==> src/rtl/imm_pkg.sv <==
// imm_pkg: shared immediate-format encoding and RV32I/RV64I major opcodes
package imm_pkg;

    typedef enum logic [2:0] {
        FMT_NONE  = 3'd0,
        FMT_I     = 3'd1,
        FMT_SHIFT = 3'd2,
        FMT_S     = 3'd3,
        FMT_B     = 3'd4,
        FMT_U     = 3'd5,
        FMT_J     = 3'd6,
        FMT_ZIMM  = 3'd7
    } imm_fmt_e;

    localparam logic [6:0] OP_LOAD   = 7'b0000011;
    localparam logic [6:0] OP_IMM    = 7'b0010011;
    localparam logic [6:0] OP_STORE  = 7'b0100011;
    localparam logic [6:0] OP_BRANCH = 7'b1100011;
    localparam logic [6:0] OP_LUI    = 7'b0110111;
    localparam logic [6:0] OP_AUIPC  = 7'b0010111;
    localparam logic [6:0] OP_JAL    = 7'b1101111;
    localparam logic [6:0] OP_JALR   = 7'b1100111;
    localparam logic [6:0] OP_SYSTEM = 7'b1110011;
    localparam logic [6:0] OP_REG    = 7'b0110011;
    localparam logic [6:0] OP_FENCE  = 7'b0001111;

endpackage

==> src/rtl/imm_decode.sv <==
// imm_decode: combinational immediate extraction and format decode to XLEN bits
// IMM_ZICSR_EN adds the CSR-immediate (zimm) format for CSRRWI/CSRRSI/CSRRCI
module imm_decode
    import imm_pkg::*;
#(
    parameter int XLEN = 32
) (
    input  logic [31:0]     inst,
    output logic [XLEN-1:0] imm,
    output imm_fmt_e        fmt,
    output logic            illegal
);

    logic               is_shift;
    logic [5:0]         shamt;
    logic signed [31:0] imm_i;
    logic signed [31:0] imm_s;
    logic signed [31:0] imm_b;
    logic signed [31:0] imm_u;
    logic signed [31:0] imm_j;

    // funct3 001 (SLLI) and 101 (SRLI/SRAI) carry a shift amount, not an immediate
    assign is_shift = inst[13:12] == 2'b01;
    assign shamt    = (XLEN == 64) ? inst[25:20] : {1'b0, inst[24:20]};
    assign imm_i    = {{20{inst[31]}}, inst[31:20]};
    assign imm_s    = {{20{inst[31]}}, inst[31:25], inst[11:7]};
    assign imm_b    = {{19{inst[31]}}, inst[31], inst[7], inst[30:25], inst[11:8], 1'b0};
    assign imm_u    = {inst[31:12], 12'b0};
    assign imm_j    = {{11{inst[31]}}, inst[31], inst[19:12], inst[20], inst[30:21], 1'b0};

    always_comb begin
        imm     = '0;
        fmt     = FMT_NONE;
        illegal = 1'b0;
        case (inst[6:0])
            OP_LOAD, OP_JALR: begin
                fmt = FMT_I;
                imm = XLEN'(imm_i);
            end
            OP_IMM: begin
                fmt = is_shift ? FMT_SHIFT : FMT_I;
                imm = is_shift ? XLEN'(shamt) : XLEN'(imm_i);
            end
            OP_STORE: begin
                fmt = FMT_S;
                imm = XLEN'(imm_s);
            end
            OP_BRANCH: begin
                fmt = FMT_B;
                imm = XLEN'(imm_b);
            end
            OP_LUI, OP_AUIPC: begin
                fmt = FMT_U;
                imm = XLEN'(imm_u);
            end
            OP_JAL: begin
                fmt = FMT_J;
                imm = XLEN'(imm_j);
            end
            OP_SYSTEM: begin
`ifdef IMM_ZICSR_EN
                fmt = inst[14] ? FMT_ZIMM : FMT_NONE;
                imm = inst[14] ? XLEN'(inst[19:15]) : '0;
`else
                fmt = FMT_NONE;
`endif
            end
            OP_REG, OP_FENCE: fmt = FMT_NONE;
            default: illegal = 1'b1;
        endcase
    end

endmodule

==> src/rtl/imm_gen_pipe.sv <==
// imm_gen_pipe: registered immediate generator with a 2-entry skid buffer and flush
// Build option IMM_ZICSR_EN is honoured by the imm_decode stage
module imm_gen_pipe
    import imm_pkg::*;
#(
    parameter int XLEN  = 32,
    parameter int TAG_W = 5
) (
    input  logic             clk,
    input  logic             reset,
    input  logic             flush,
    input  logic             in_valid,
    output logic             in_ready,
    input  logic [31:0]      inst_code,
    input  logic [TAG_W-1:0] in_tag,
    output logic             out_valid,
    input  logic             out_ready,
    output logic [XLEN-1:0]  imm_out,
    output imm_fmt_e         imm_fmt,
    output logic             imm_illegal,
    output logic [TAG_W-1:0] out_tag
);

    typedef struct packed {
        logic [XLEN-1:0]  imm;
        imm_fmt_e         fmt;
        logic             illegal;
        logic [TAG_W-1:0] tag;
    } imm_entry_t;

    logic [XLEN-1:0] dec_imm;
    imm_fmt_e        dec_fmt;
    logic            dec_illegal;
    imm_entry_t      dec;
    imm_entry_t      main_q;
    imm_entry_t      skid_q;
    logic            main_v;
    logic            skid_v;
    logic            accept;

    imm_decode #(.XLEN(XLEN)) u_decode (
        .inst    (inst_code),
        .imm     (dec_imm),
        .fmt     (dec_fmt),
        .illegal (dec_illegal)
    );

    assign dec    = '{imm: dec_imm, fmt: dec_fmt, illegal: dec_illegal, tag: in_tag};
    assign accept = in_valid && in_ready;

    // Skid is only ever filled while main is held, so accept and skid_v never coincide
    always_ff @(posedge clk) begin
        if (reset) begin
            main_v <= 1'b0;
            skid_v <= 1'b0;
            main_q <= '0;
            skid_q <= '0;
        end else if (flush) begin
            main_v <= 1'b0;
            skid_v <= 1'b0;
        end else if (!main_v || out_ready) begin
            main_v <= skid_v || accept;
            main_q <= skid_v ? skid_q : accept ? dec : main_q;
            skid_v <= 1'b0;
        end else if (accept) begin
            skid_v <= 1'b1;
            skid_q <= dec;
        end
    end

    assign in_ready    = !skid_v;
    assign out_valid   = main_v;
    assign imm_out     = main_q.imm;
    assign imm_fmt     = main_q.fmt;
    assign imm_illegal = main_q.illegal;
    assign out_tag     = main_q.tag;

endmodule

==> config.mk <==
export PLATFORM = sky130hd
export DESIGN_NAME = imm_gen_pipe
export DESIGN_NICKNAME = d
export VERILOG_FILES = /design/src/rtl/imm_pkg.sv /design/src/rtl/imm_decode.sv /design/src/rtl/imm_gen_pipe.sv
export SDC_FILE = /design/constraint.sdc
export NUM_CORES = 1
export LEC_CHECK = 0
export CORE_MARGIN = 10
export CORE_UTILIZATION = 55
export DETAILED_ROUTE_END_ITERATION = 7
export DONT_BUFFER_PORTS = 1
export GPL_TIMING_DRIVEN = 0
export PLACE_DENSITY_LB_ADDON = 0.15
export SLEW_MARGIN = 20
export SYNTH_ARGS = -nofsm -noshare
export SYNTH_HDL_FRONTEND = slang
export SYNTH_SLANG_ARGS = --single-unit
==> constraint.sdc <==
create_clock -name clk -period 1.8 [get_ports clk]
set_input_delay 0.27 -clock clk [delete_from_list [all_inputs] [get_ports clk]]
set_output_delay 0.27 -clock clk [all_outputs]
set_load 0.01 [all_outputs]
-- Word level (Yosys, flattened, before mapping)
Index checks and enable logic that the tools add are counted.
Widths: inputs -> output; s select.
- input port bits: 42
- register bits: 84
- word-level logic and storage cells: 44
- output and inout bits: 43
- reduce and logical (&&, ||, !) cells: 13
- eq/ne operators: 12
- multiplexer cells: 7
- bitwise gates (word level): 2
- operators by type and width (operator ; number):
    $pmux 32 s6 ; 1
    $mux 41 ; 2
    $mux 32 ; 1
    $eq 7x7->1 const B ; 4
    $eq 7x6->1 const B ; 3
    $pmux 3 s6 ; 1
    $eq 7x5->1 const B ; 2
    $reduce_or 11->1 ; 1
    $eq 7x2->1 const B ; 1
    $eq 7x4->1 const B ; 1
    $reduce_and 3->1 ; 2
    $reduce_or 2->1 ; 3
    $reduce_or 3->1 ; 1
    $eq 2x1->1 const B ; 1
    $logic_not 1->1 ; 2
    $logic_or 1x1->1 ; 2
    $mux 2 ; 1
    $not 1->1 ; 2
    $reduce_bool 2->1 ; 1
    $logic_and 1x1->1 ; 1
    $mux 1 ; 1

-- Longest topological paths before layout
Gate-level depths: netlist (run 1).
- word-level depth: 5
- gate-level depth with buffers: 8
- depth with buffers taken out: 5

-- By module
A second synthesis (run 1) with hierarchy kept.
- cell total of the unflattened synthesis: 458
- area, all modules: 4585.6 um^2
- by module, submodules not included (module ; instances ; area each (um^2) ; cells each ; sequential area each (um^2)):
    imm_gen_pipe ; 1 ; 4016.4 ; 376 ; 1681.6
    imm_decode ; 1 ; 569.3 ; 82 ; 0.0

-- Least setup slack after synthesis (run 1)
OpenSTA, ideal clock, no wires.
- kind: input to register
- start point: input inst_code[2]
- end point: register main_q, in the netlist imm_out[20]
- setup time: 148 ps
- cell stages on the path: 8
- path buffers: 3
- required time: 1652 ps
- setup slack: 122 ps
- data arrival time: 1530 ps
- cell sequence: buf_4 nor4bb_4 buf_6 and2_4 a311o_4 a21oi_2 buf_6 a221oi_2
- longest elaborated chain between the ends: 5
- elaborated cells between the ends (all ways): 13
- those cells by class: 8 x eq/ne; 3 x mux; 2 x reduce/logical
- RTL lines (item ; RTL line ; RTL):
    from (decl) ; imm_gen_pipe.sv:14 ; input logic [31:0] inst_code,
    $eq 7x6->1, or another cell as far along ; imm_decode.sv:35 ; case (inst[6:0])
    $reduce_or 2->1, on equally long branches ; n/a ;
    $pmux 32 s6 (*) ; imm_decode.sv:35 ;
    $mux 41 (*) (2 in series) ; imm_gen_pipe.sv:63 ; main_q <= skid_v ? skid_q : accept ? dec : main_q;
    to (signal assigned) ; imm_gen_pipe.sv:63 ;
    to (decl) ; imm_gen_pipe.sv:35 ; imm_entry_t main_q;
Every way passes the cells marked *; elsewhere a longest branch is shown, timed or not. The select of a mux whose other input is x is not followed.
A chain may end at the register's enable or synchronous reset.

-- Final worst setup path (run 1)
- start point: register main_v (netlist: out_valid)
- end point: register main_q, in the netlist imm_fmt[0]
- longest elaborated chain between the ends: 3
- RTL lines (item ; RTL line ; RTL):
    from (decl) ; imm_gen_pipe.sv:37 ; logic main_v;
    from (signal assigned) ; imm_gen_pipe.sv:62 ; main_v <= skid_v || accept;
    $logic_not 1->1 ; imm_gen_pipe.sv:61 ; end else if (!main_v || out_ready) begin
    $logic_or 1x1->1 ; imm_gen_pipe.sv:61 ;
    $reduce_and 3->1 (no source line) ; n/a ;
Every way passes these cells.

==> flow_summary.ini, run 1 <==
[status]
outcome = completed

[min_path]
hold_end = skid_q[3]
min_path_type = primary input to flop
min_from = in_tag[3]
hold_depth = 2

[worst_setup_path]
r2r_end = imm_fmt[0]
r2r-start = out_valid
cp_cell_sequence = nor2b_4 > or3_1 > buf_4 > o41ai_1
r2r_slack_ns = 0.08
crit_path_end_kind = flop
cp.arrival_ns = 1.96
cp-start-kind = flop
ff2ff_path_depth = 4
path_max_fanout = 10
cpPeakStageDelay_ns = 0.47
required_ns = 2.04
slowest_stage = or3_1
critical_path_class = flop to flop

[logic_synthesis]
syn_inst = 468
synthTopCellsByArea = dfxtp_1 (44%), nand2_1 (7.5%), nor2_1 (5.9%)
synth_area_per_cell_um2 = 8.19
synth_area_um2 = 3830
synthTopCellsByCount = dfxtp_1 (84), nand2_1 (77), nor2_1 (60), a21oi_1 (31), o21ai_0 (29)
synth.most_common_cell = dfxtp_1
synth_top_area_frac = 0.438
ys_seq_elements = 84
syn-num-nets = 510
synth-main-ff-cell = dfxtp_1
ys_types = 50
ys_warn_count = 0
synth-seq-area-share = 0.438
synth_edf_count = 0
synth_top_cell_by_area = dfxtp_1
synthArstFlopShare = 0

[pwr]
total_leakage_power_nw = 1.41
pwr_density_cell_nw_per_um2 = 870
comb_power_share = 0.089
pwr-share-seq = 0.538
power.switching_mw = 0.967
p_clk_frac = 0.374
intPower_mw = 2.71
ir_drop_mv = 0.673
p_sw_frac = 0.263

[global_route]
grt.total_usage = 0.209
grt_max_degree = 15
grt-ovfl-total = 0
grt_pass1_wl_um = 18600
antenna_found_initial = 0
first_global_vias = 3419

[route]
dr.first_iter.drc_count = 198
detail_route.wl_per_cell_um = 20.0
vias = 3578
firstDrtPassIters = 5
drt-total-wl_um = 11600
avgViaCountPerCell = 6.19
drtAntennaViolNets = 0
drc = 0

[placed_design]
gp_congestion = 0.884
numPortBuffers = 0
dp_hpwl_um = 8310
dp.cells = 564

[finish]
final_core_util = 0.622
final_nets = 520
finish.cell_count_without_fillers = 578
areaGrowthSynthToFinish_pct = 10.1
diodes = 0
drive_gt1_frac = 0.135

[die]
core-area_um2 = 6790
die_h_um = 104
ios = 85
fp.dieArea_um2 = 10700
start_util = 0.564
die_x_um = 104
placementRows = 30

[cts]
post-cts-setup-buffer-count = 0
clock_path_buffers = 2
insertion_delay_ns = 0.36
cts_sinks = 84
cts_buffers = 9
clk_pin_slew_ns = 0.09
cts_tree = done
cts-root-buf = clkbuf_8
htree_levels = 3

[sta]
setup-tns-final_ns = 0
tightest_slew_ns = 0.826
rsz0062_at_grt = yes
max_freq_mhz = 582
timing_hold_violations_final = 0
finalCritPeriodShare = 0.955
slew_headroom = 0.443
fin_crit_ns = 1.72
fin_skew_ns = 0.0115
setup_viol = 0
finalMaxSlewViolations = 0

[flow_run]
drv_cap = 0
## worst max-delay path, delay by kind of cell, from the launching register on
family	cells	cell delay, ns
AO/OA/AOI/OAI	1	0.37
AND/OR/NAND/NOR	2	0.63
flip-flops	1	0.37
buffers and inverters	1	0.24
## stage by stage
step | worst slack [ns] | total power, mW | hold slack, ns | cell area, µm²
floorplan | 0.122 | 2.24 | 0.348 | 3830
global placement | -0.263 | 2.32 | 0.350 | 3960
detailed placement | -0.318 | 2.33 | 0.351 | 3960
CTS | 0.00671 | 3.68 | 0.0314 | 4200
global route | -0.0179 | 3.80 | 0.0431 | 4220
finish | 0.0816 | 3.68 | 0.0373 | 4220
## cell usage in the layout (no fill, tap or decap), types with 2 or more instances in the layout
cell and instances:
a211oi_1 25, a21oi_1 30, a21oi_2 3, a221oi_1 9
a221oi_2 10, a22o_1 2, a22oi_1 5, a31oi_1 11
and3_1 2, buf_2 5, buf_4 11, buf_6 3
clkbuf_1 15, clkbuf_2 2, clkbuf_4 2, clkbuf_8 10
dfxtp_1 84, inv_1 6, mux2i_1 6, nand2_1 76
nand2b_1 2, nand3_1 11, nand3b_1 3, nor2_1 58
nor2b_1 2, nor3_1 19, nor4_1 2, o21ai_0 28
o21bai_1 2, o22ai_1 2, or3_1 2
## area by class of cell
cell class / instances / area, µm²
inverters: 6 / 22.5
well taps: 96 / 120
plain buffers: 38 / 223
fillers: 599 / 2570
flip-flops and latches: 84 / 1680
multi-input cells: 338 / 1970
clock buffers: 10 / 138
clock inverters: 5 / 60.1
repair buffers: 1 / 10.0
## registers in the layout (all words and copies together), names as in the netlist
register and flops:
imm_fmt 3, imm_out 32, imm_illegal 1, skid_v 1, out_valid 1, out_tag 5, skid_q 41
## power groups by stage
stage	sequential, mW	combinational (mW)	clock, mW
finish	1.98	0.326	1.37
floorplan	2.01	0.236	0
global placement	2.02	0.300	0
global route	1.99	0.360	1.46
CTS	1.98	0.316	1.38
detailed placement	2.02	0.307	0
## logic make-up (layout without fill, tap and decap cells)
| kind of cell | after synthesis | in the layout | share of synthesized area |
|---|---|---|---|
| AO/OA/AOI/OAI | 141 | 141 | 0.265 |
| buffers and inverters | 46 | 60 | 0.0577 |
| flip-flops | 84 | 84 | 0.438 |
| multiplexers | 6 | 6 | 0.0157 |
| XOR/XNOR | 1 | 1 | 0.00228 |
| AND/OR/NAND/NOR | 190 | 190 | 0.221 |
## worst max-delay path by stage
stage	end	start	slack, ns
final	imm_fmt[0]	out_valid	0.08
after floorplan	imm_out[20]	inst_code[2]	0.12
after detailed placement	imm_out[24]	skid_v	-0.32
after global placement	imm_out[27]	skid_v	-0.26
after CTS	in_ready	skid_v	0.007
after global routing	skid_q[29]	skid_v	-0.02
## per-layer routing
layer,track usage,vias to the layer above,part of all wire
li1,-,1698,-
met1,0.263,1695,0.41
met2,0.322,161,0.46
met3,0.0719,24,0.11
met4,0.0786,0,0.025
met5,0,-,0
## timing repair
item | CTS | global route
setup endpoints to repair | 68 | 63
gates resized for setup | 15 | 15
endpoints found under the hold margin | 2 | 0
hold buffers | 1 | 0
No activity file was read; power rests on OpenSTA's default activity.
==> run 2: changes to the inputs <==
TNS_END_PERCENT = 50   (was not set)
==> run 2 against run 1 <==
Effect of this change:
- worst setup slack improved by 0.0086 ns
- routed wire length decreased by 0.33%
- register-to-register slack about the same
- clock power about the same
- critical path type unchanged
- final cell count unchanged
==> flow_summary.ini, run 2 (synthesis results as in run 1) <==
[sta]
hold_ws_ns = 0.0350
setup-tns-final_ns = 0
tightest_slew_ns = 0.824
fin_crit_ns = 1.71
finalMaxSlewViolations = 0
rsz0062_at_grt = yes
slew_headroom = 0.445
fin_skew_ns = 0.0112
max_freq_mhz = 585
setup_viol = 0
fin_ws_ns = 0.0903
timing_hold_violations_final = 0
finalCritPeriodShare = 0.950

[worst_setup_path]
required_ns = 2.01
r2r-start = out_valid
cp-start-kind = flop
cp.arrival_ns = 1.92
startpoint = out_valid
cpPeakStageDelay_ns = 0.41
path_max_fanout = 10
cp_cell_sequence = nor2b_4 > nor3_2 > buf_4 > clkbuf_1 > a211oi_1
slowest_stage = clkbuf_1
critical_path_class = flop to flop
crit_path_end_kind = flop

[cts]
clk_pin_slew_ns = 0.09
insertion_delay_ns = 0.36
cts_sinks = 84
htree_levels = 3
cts_buffers = 9
cts-root-buf = clkbuf_8
cts_tree = done
clock_path_buffers = 2

[global_route]
grt-ovfl-total = 0
antenna_found_initial = 0
grt.total_usage = 0.209
grt_pass1_wl_um = 18600
grt_max_degree = 15
first_global_vias = 3414

[min_path]
min_path_type = primary input to flop
min_from = in_tag[3]

[route]
drt-total-wl_um = 11500
firstDrtPassIters = 5
vias = 3560
detail_route.wl_per_cell_um = 19.9
avgViaCountPerCell = 6.16
drtAntennaViolNets = 0
drc = 0
dr.first_iter.drc_count = 210

[finish]
final_core_util = 0.622
layout_common_cells = dfxtp_1 (84), nand2_1 (76), nor2_1 (58), a21oi_1 (30), o21ai_0 (28)
final_nets = 520
largest_reg_flops = 41
drive_gt1_frac = 0.135
diodes = 0
final_common_cell = dfxtp_1
areaGrowthSynthToFinish_pct = 10.1
fin_area_um2 = 4220
largest-register = skid_q
fillCellCount = 599

[die]
die_x_um = 104
start_util = 0.564
placementRows = 30
die_h_um = 104
fp.dieArea_um2 = 10700
core-area_um2 = 6790
ios = 85

[placed_design]
gp_congestion = 0.884
dp_hpwl_um = 8310
pre_cts_slack_ns = -0.318
place_area_um2 = 3960
numPortBuffers = 0

[pwr]
total_leakage_power_nw = 1.41
ir_drop_mv = 0.672
pwr_density_cell_nw_per_um2 = 868

[flow_run]
drv_cap = 0

[status]
outcome = completed
run 2: cell counts in the layout (fill, tap and decap cells not counted):
Identical to the previous run, type by type.
run 2: stage by stage:
stage / power, mW / instances
6_report: 3.67 / 578
5_1_grt: 3.80 / 578
4_1_cts: 3.68 / 580
3_5_place_dp: 2.33 / 564
3_3_place_gp: 2.32 / 564
2_1_floorplan: 2.24 / 468
run 2: critical path, delay by kind of cell, from the launching register on:
| family | cells | cell delay, ns |
|---|---|---|
| AOI/OAI and AO/OA | 1 | 0.16 |
| buffers and inverters | 2 | 0.64 |
| DFF | 1 | 0.37 |
| and+or+nand+nor | 2 | 0.40 |
run 2: final cells by class:
cell class,instances,area (µm²),share of cell area
Clock buffer,10,138,0.0326
Sequential cell,84,1680,0.398
Timing Repair Buffer,1,10.0,0.00237
Clock inverter,5,60.1,0.0142
Inverter,6,22.5,0.00533
Tap cell,96,120,0.0284
Multi-Input combinational cell,338,1970,0.466
Buffer,38,223,0.0527
run 2: final timing paths:
| path | slack, ns | cells past startpoint | to |
|---|---|---|---|
| worst min-delay path | 0.03 | 2 | skid_q[3] |
| worst min register to register | 0.45 | 2 | skid_q[19] |
| worst max register to register | 0.09 | 5 | out_tag[4] |
| worst max-delay path | 0.09 | 5 | out_tag[4] |
run 2: metal layers:
layer / vias to the layer above / track usage / wire [µm]
li1: 1702 / - / -
met1: 1676 / 0.261 / 4730
met2: 161 / 0.324 / 5290
met3: 21 / 0.0743 / 1270
met4: 0 / 0.0746 / 252
met5: - / 0 / 0
run 2: timing repair:
| item | 4_1_cts | 5_1_grt |
|---|---|---|
| cloned | 0 | 0 |
| setup endpoints to repair | 68 | 61 |
| hold buffers | 1 | 0 |
| gates resized for setup | 16 | 13 |
| hold endpoints to repair | 2 | 0 |
| setup buffers | 0 | 0 |
run 2: where the power goes:
group	total (mW)	internal [mW]	switching [mW]
combinational	0.326	0.117	0.208
sequential	1.98	1.91	0.0614
clock	1.37	0.677	0.690
total	3.67	2.71	0.959
==> run 3: changes to the inputs <==
--- a/config.mk
+++ b/config.mk
@@ -6,4 +6,5 @@
 export NUM_CORES = 1
 export LEC_CHECK = 0
+export CORE_ASPECT_RATIO = 1.2
 export CORE_MARGIN = 10
 export CORE_UTILIZATION = 55
==> constraint.sdc (replaced) <==
create_clock -name clk -period 1.8 [get_ports clk]
set_input_delay 0.27 -clock clk [delete_from_list [all_inputs] [get_ports clk]]
set_output_delay 0.27 -clock clk [all_outputs]
set_load 0.005 [all_outputs]
==> run 3 against run 2 <==
Effect of this change:
- final cell count down 1.4%
- via count down 0.31%
- critical path depth up 1
- hold slack worse by 0.0060 ns
- clock-buffer cell count down 1
- register-to-register slack better by 0.02 ns
- non-clock buffer count unchanged
- die area up 0.13%
- first-iteration DRC count down 15%
- sequential share of layout area up 0.53 points
- utilization down 0.98 points
- global-route usage down 0.16 points
- largest cell class unchanged
- largest power group unchanged
==> flow_summary.ini, run 3 (synthesis results as in run 1) <==
[status]
outcome = completed

[finish]
layout_common_cells = dfxtp_1 (84), nand2_1 (77), nor2_1 (58), a21oi_1 (31), o21ai_0 (29)
final_common_cell = dfxtp_1
multi_input_area_um2 = 1950
final_core_util = 0.612
areaGrowthSynthToFinish_pct = 8.71
final_nets = 520
largest_reg_flops = 41
fillCellCount = 627
seq_area_um2 = 1680
diodes = 0
finish.cell_count_without_fillers = 570
drive_gt1_frac = 0.133
largest-register = skid_q

[sta]
finalMaxSlewViolations = 0
hold_ws_ns = 0.0290
tightest_slew_ns = 0.741
rsz0062_at_grt = no
setup_viol = 0
setup-tns-final_ns = 0
finalCritPeriodShare = 0.938
fin_ws_ns = 0.111
max_freq_mhz = 592
timing_hold_violations_final = 0
fin_skew_ns = 0.00886
slew_headroom = 0.506
fin_crit_ns = 1.69

[global_route]
grt-ovfl-total = 0
grt_max_degree = 16
first_global_vias = 3494
grt_pass1_wl_um = 17700
antenna_found_initial = 0
grt.total_usage = 0.208

[placed_design]
numPortBuffers = 0
gp_congestion = 0.899
dp.cells = 555
dp_hpwl_um = 8360
pre_cts_slack_ns = -0.286

[die]
core-area_um2 = 6810
ios = 85
placementRows = 33
die_x_um = 96.2
die_h_um = 111
start_util = 0.563
fp.dieArea_um2 = 10700

[route]
vias = 3549
drtAntennaViolNets = 0
detail_route.wl_per_cell_um = 19.8
firstDrtPassIters = 5
drt-total-wl_um = 11300
drc = 0
dr.first_iter.drc_count = 179
avgViaCountPerCell = 6.23

[pwr]
pwr_density_cell_nw_per_um2 = 839
total_leakage_power_nw = 1.39
ir_drop_mv = 0.469

[cts]
clock_path_buffers = 2
insertion_delay_ns = 0.36
post-cts-setup-buffer-count = 0
cts_sinks = 84
clk_pin_slew_ns = 0.09
cts_tree = done
cts_buffers = 9
htree_levels = 3
cts-root-buf = clkbuf_8

[worst_setup_path]
required_ns = 2.08
path_max_fanout = 10
crit_path_end = imm_out[24]
r2r_end = imm_out[24]
cp.arrival_ns = 1.97
r2r-start = out_valid
critical_path_class = flop to flop
startpoint = out_valid
r2r_slack_ns = 0.11
crit_path_end_kind = flop
ff2ff_path_depth = 6
cp-start-kind = flop

[flow_run]
drv_cap = 0

[min_path]
min_path_type = primary input to flop
-- run 3: cell count changes in the layout (fill, tap and decap cells not counted), sizes merged --
cell,before,now
bufinv,1,0
buf,19,17
clkbuf,29,30
clkinvlp,1,3
clkinv,2,3
-- run 3: through the flow --
stage / power [mW] / cell area, µm²
floorplan: 2.22 / 3830
global placement: 2.30 / 3940
detailed placement: 2.31 / 3940
CTS: 3.50 / 4160
global route: 3.63 / 4170
finish: 3.50 / 4170
-- run 3: worst min path at each step --
stage | end | from | slack [ns] | cells past startpoint
after detailed placement | out_valid | flush | 0.36 | 1
after floorplan | out_valid | flush | 0.35 | 1
after global placement | out_valid | flush | 0.36 | 1
final | skid_q[2] | in_tag[2] | 0.03 | 2
after CTS | skid_q[2] | in_tag[2] | 0.04 | 2
after global routing | skid_q[1] | in_tag[1] | 0.03 | 2
-- run 3: worst max-delay path: stages (launching register included) --
cell	delay, ns
dfxtp_1	0.34
nor2b_2	0.19
nor3_2	0.21
buf_4	0.21
buf_2	0.24
o21ai_0	0.16
a221oi_2	0.25
-- run 3: per-layer routing --
metal	track usage	vias up	part of all wire
met5	0	-	0
met4	0.0768	0	0.018
met3	0.0753	22	0.10
met2	0.352	144	0.50
met1	0.228	1681	0.37
li1	-	1702	-
-- run 3: layout make-up --
type / instances / area share
sequential: 84 / 0.403
inverter: 6 / 0.00540
clock inverter: 7 / 0.0126
clock buffer: 9 / 0.0297
tap: 87 / 0.0261
buffer: 38 / 0.0525
timing repair buffer: 1 / 0.00240
multi-input combinational: 338 / 0.468
-- run 3: where the power goes --
| group | switching, mW | total [mW] | internal, mW |
|---|---|---|---|
| registers | 0.0448 | 1.96 | 1.91 |
| logic | 0.202 | 0.317 | 0.114 |
| clock network | 0.715 | 1.22 | 0.507 |
| total | 0.963 | 3.50 | 2.54 |
-- run 3: repair_timing --
| action | in CTS | in global routing |
|---|---|---|
| gates resized for setup | 11 | 14 |
| gates cloned | 0 | 0 |
| endpoints found under the hold margin | 2 | 0 |
| hold buffers | 1 | 0 |
| setup endpoints to repair | 59 | 67 |
